`src/rtl/ifid_instr_buffer.sv`:
```
// IF/ID decoupling FIFO: holds fetched {pc_next, instruction} pairs, presents the oldest to
// decode with valid/ready, back-pressures fetch, and supports flush and HALT blocking.
module ifid_instr_buffer #(
  parameter int unsigned Depth      = 2,
  parameter logic [15:0] NopInstr   = 16'h0800,
  parameter logic [4:0]  HaltOpcode = 5'b00000
) (
  input  logic                       clk_i,
  input  logic                       rst_ni,
  input  logic                       if_valid_i,
  input  logic [15:0]                if_instruction_i,
  input  logic [15:0]                if_pc_next_i,
  output logic                       if_stall_o,
  input  logic                       flush_i,
  input  logic                       id_ready_i,
  output logic                       id_valid_o,
  output logic [15:0]                id_instruction_o,
  output logic [15:0]                id_pc_next_o,
  output logic [$clog2(Depth):0]     occupancy_o,
  output logic                       halt_seen_o
);

  localparam int unsigned PtrW = $clog2(Depth);
  localparam int unsigned CntW = PtrW + 1;
  localparam logic [CntW-1:0] CntFull = CntW'(Depth);

  logic [31:0]     mem_q [Depth];
  logic [PtrW-1:0] wr_ptr_q, wr_ptr_d;
  logic [PtrW-1:0] rd_ptr_q, rd_ptr_d;
  logic [CntW-1:0] count_q, count_d;
  logic            halt_q, halt_d;
  logic            enq, deq, empty;

  assign empty      = (count_q == '0);
  // Stall depends only on registered state, so fetch sees no comb path from decode.
  assign if_stall_o = (count_q == CntFull) | halt_q;
  assign enq        = if_valid_i & ~if_stall_o & ~flush_i;
  assign deq        = id_ready_i & ~empty & ~flush_i;

  always_comb begin
    wr_ptr_d = wr_ptr_q;
    rd_ptr_d = rd_ptr_q;
    count_d  = count_q;
    halt_d   = halt_q;
    if (flush_i) begin
      wr_ptr_d = '0;
      rd_ptr_d = '0;
      count_d  = '0;
      halt_d   = 1'b0;
    end else begin
      if (enq) begin
        wr_ptr_d = wr_ptr_q + 1'b1;
        if (if_instruction_i[15:11] == HaltOpcode) halt_d = 1'b1;
      end
      if (deq) rd_ptr_d = rd_ptr_q + 1'b1;
      unique case ({enq, deq})
        2'b10:   count_d = count_q + 1'b1;
        2'b01:   count_d = count_q - 1'b1;
        default: count_d = count_q;
      endcase
    end
  end

  always_ff @(posedge clk_i or negedge rst_ni) begin
    if (!rst_ni) begin
      wr_ptr_q <= '0;
      rd_ptr_q <= '0;
      count_q  <= '0;
      halt_q   <= 1'b0;
    end else begin
      wr_ptr_q <= wr_ptr_d;
      rd_ptr_q <= rd_ptr_d;
      count_q  <= count_d;
      halt_q   <= halt_d;
    end
  end

  // Storage needs no reset; empty masking hides stale contents.
  always_ff @(posedge clk_i) begin
    if (enq) mem_q[wr_ptr_q] <= {if_pc_next_i, if_instruction_i};
  end

  assign id_valid_o       = ~empty;
  assign id_instruction_o = empty ? NopInstr : mem_q[rd_ptr_q][15:0];
  assign id_pc_next_o     = empty ? 16'h0000 : mem_q[rd_ptr_q][31:16];
  assign occupancy_o      = count_q;
  assign halt_seen_o      = halt_q;

endmodule
```
`config.mk`:
```
export PLATFORM = sky130hd
export DESIGN_NAME = ifid_instr_buffer
export DESIGN_NICKNAME = d
export VERILOG_FILES = /design/src/rtl/ifid_instr_buffer.sv
export SDC_FILE = /design/constraint.sdc
export NUM_CORES = 1
export LEC_CHECK = 0
export CORE_MARGIN = 4
export CORE_UTILIZATION = 47
export CTS_BUF_LIST = sky130_fd_sc_hd__clkbuf_16
export CTS_CLUSTER_SIZE = 14
export DETAILED_ROUTE_END_ITERATION = 8
export GPL_ROUTABILITY_DRIVEN = 1
export PLACE_DENSITY = 0.84
export SLEW_MARGIN = 20
export SYNTH_ARGS = -nofsm -noshare
export SYNTH_HDL_FRONTEND = slang
export SYNTH_SLANG_ARGS = --single-unit
```
`constraint.sdc`:
```
create_clock -name clk_i -period 6.3 [get_ports clk_i]
set_input_delay 1.89 -clock clk_i [delete_from_list [all_inputs] [get_ports clk_i]]
set_output_delay 1.89 -clock clk_i [all_outputs]
set_load 0.02 [all_outputs]
```
==> results.toml <==
[synth]
synth.distinct_cells = 23
synth.largest_area_cell = "edfxtp_1"
synth_common_cells = "edfxtp_1 (64), nor2_1 (33), mux2i_1 (32)"
synth_area_leaders = "edfxtp_1 (72%), mux2i_1 (12%), dfrtp_1 (4.7%)"
async_flop_share_pct = 7.25
synth.avg_cell_area_um2 = 16.2
synthCells = 165
post_synth_instance_area_um2 = 2670
synth-seq-cells = 69
synthDominantCellAreaShare_pct = 71.9
synth_enable_flop_cells = 64
yosysSeqAreaShare_pct = 76.6
synth-main-ff-cell = "edfxtp_1"
yosysMostFrequentCell = "edfxtp_1"
syn_nets = 202
yosysWarningCount = 0

[layout]
seqCellArea_um2 = 2050
syn2layout_area_growth_pct = 40.6
drive_above_1_share_pct = 8.03
n_antenna_cell = 0
multi_input_area_um2 = 602
fillers = 389
nNetsFinal = 283

[clocking]
cts_made_buffers = 9
cts_setup_buffers = 0
clk_transition_reported_paths_ps = 50
worstSkewPairLatency_ps = 310
holdBufCountCts = 0
cts_buffer_depth = 2
cts.sinks = 69
cts_resized = 0
cts_tree = "done"
cts_max_level = 3
cts_root_buffer = "clkbuf_16"

[critical_path]
crit_start = "rd_ptr_q$_DFFE_PN0P_"
required_ps = 4410
cp-end-kind = "output pin"
critPathLaunchType = "flip-flop"
crit_chain = "mux2i_1, nor2_1, clkdlybuf4s50_1"
timing.rr.start = "occupancy_o[1]$_DFFE_PN0P_"
critPathSlowestCell = "dfrtp_2"
path_class = "flip-flop to output pin"
arrival_ps = 2290
crit_path_max_fanout = 33
slowest_delay_ps = 990

[drt]
remaining_drc_errors = 0
dr_total_vias = 1576
drt_iter0_drc = 74
wl_um = 4630
wl_per_cell_um = 14.4
drt_pass1_iterations = 4
ant_nets = 0
viasPerCell = 4.91

[sta]
rsz0062_at_grt = "false"
slew_viol_final = 0
final-setup-viol-count = 0
fin_crit_sh_pct = 66.3
fin_worst_skew_ps = 5.47
fmax_ghz = 0.239
setup_tns_ps = 0
whs_ps = 552
min_period_ps = 4180
tightest_slew_ps = 956
slew_headroom_pct = 36.3
finalHoldViolCount = 0

[place]
numPortBuffers = 73
dp_hpwl_um = 3100
routabilityCongestion = 0.733

[global_routing]
met1_usage_pct = 16.8
busiest_layer = "met2"
grt_pass1_vias = 1572
grt_max_degree = 34
grt_usage_pct = 14.0
grt-ovfl-total = 0
grt_pass1_wl_um = 7380
grt.met3_usage_pct = 5.95
use_met2_pct = 22.6
antenna_found_initial = 0

[floorplanning]
rows = 27
core-area_um2 = 5510
initial_core_util_pct = 48.5
ios = 74
fp.dieW_um = 83.4
die_y_um = 83.4
dieArea_um2 = 6950

[power]
leakagePower_nw = 1.27
ir_worst_vdd_uv = 152
power_density_nw_per_um2 = 283

[run]
cap_viol_max_count = 0

[run_status]
status = "complete, no violations"

[worst_hold_path]
hp-class = "flip-flop to flip-flop"
hp-start = "halt_seen_o$_DFFE_PN0P_"
placed cells by master, fill, tap and decap left out, types with 2 or more instances in the layout:
cell type        count
clkinv_2             3
nand2_1              2
inv_1                4
dfrtp_1              4
or4_1                2
a21oi_1              3
o21bai_1             2
nor2_1              32
o21ai_1              2
buf_4                4
mux2i_1             32
clkbuf_16            9
clkdlybuf4s50_1     73
edfxtp_1            64
stage by stage:
step / power (W) / setup WS [ps] / std cells / cell area, µm² / utilization, %
after global routing: 0.00111 / 1980 / 321 / 3760 / 68.2
after floorplan: 0.000599 / 376 / 165 / 2670 / -
after CTS: 0.00107 / 2090 / 321 / 3760 / 68.2
after detailed placement: 0.000666 / 2440 / 307 / 3510 / 63.7
final: 0.00106 / 2120 / 321 / 3760 / 68.2
after global placement: 0.000663 / 2460 / 307 / 3510 / 63.7
state kept, by name, indices dropped and copies added (netlist names):
name / flops
wr_ptr_q: 1
halt_seen_o: 1
occupancy_o: 2
mem_q: 64
rd_ptr_q: 1
routing by layer:
metal	routed length, µm	part of all wire, %	vias up
li1	-	-	777
met1	2000	43	733
met2	2300	50	62
met3	299	6.5	4
met4	34	0.73	0
met5	0	0	-
worst paths after layout:
kind / end / slack, ps / cells past startpoint
setup reg to reg: mem_q[0][27]$_DFFE_PP_ / 4580 / 3
max in group asynchronous: rd_ptr_q$_DFFE_PN0P_ / 4270 / 1
hold reg to reg: halt_seen_o$_DFFE_PN0P_ / 550 / 2
setup / recovery: id_instruction_o[14] / 2120 / 3
min in group asynchronous: rd_ptr_q$_DFFE_PN0P_ / 1810 / 1
hold / removal: halt_seen_o$_DFFE_PN0P_ / 550 / 2
power breakdown:
part,total [W],switching (W),leakage [nW],internal [W]
Clock,0.000406,0.000151,0.133,0.000255
Sequential,0.000534,0.0000129,0.653,0.000521
Combinational,0.000122,0.0000574,0.483,0.0000647
critical path, delay by kind of cell, from the launching register on:
family | cells | cell delay (ps)
AND/OR/NAND/NOR | 1 | 170
buffers and inverters | 1 | 630
flip-flops | 1 | 990
multiplexers | 1 | 170
layout make-up:
cell class                 count  share of cell area (%)
tap                           72                    2.40
inverter                       2                   0.200
multi-input combinational     87                    16.0
timing repair buffer          77                    20.3
clock buffer                   9                    6.00
sequential                    69                    54.5
clock inverter                 5                   0.600
cells by family (layout without fill, tap and decap cells):
logic type,after synthesis,after routing,share of synthesized area (%)
muxes,32,32,12.0
DFF,69,69,76.6
xor gates and xnor gates,1,1,0.328
and+or+nand+nor,45,45,7.64
buffers and inverters,9,93,1.40
AOI/OAI and AO/OA,9,9,2.01
No activity file was read; power rests on OpenSTA's default activity.
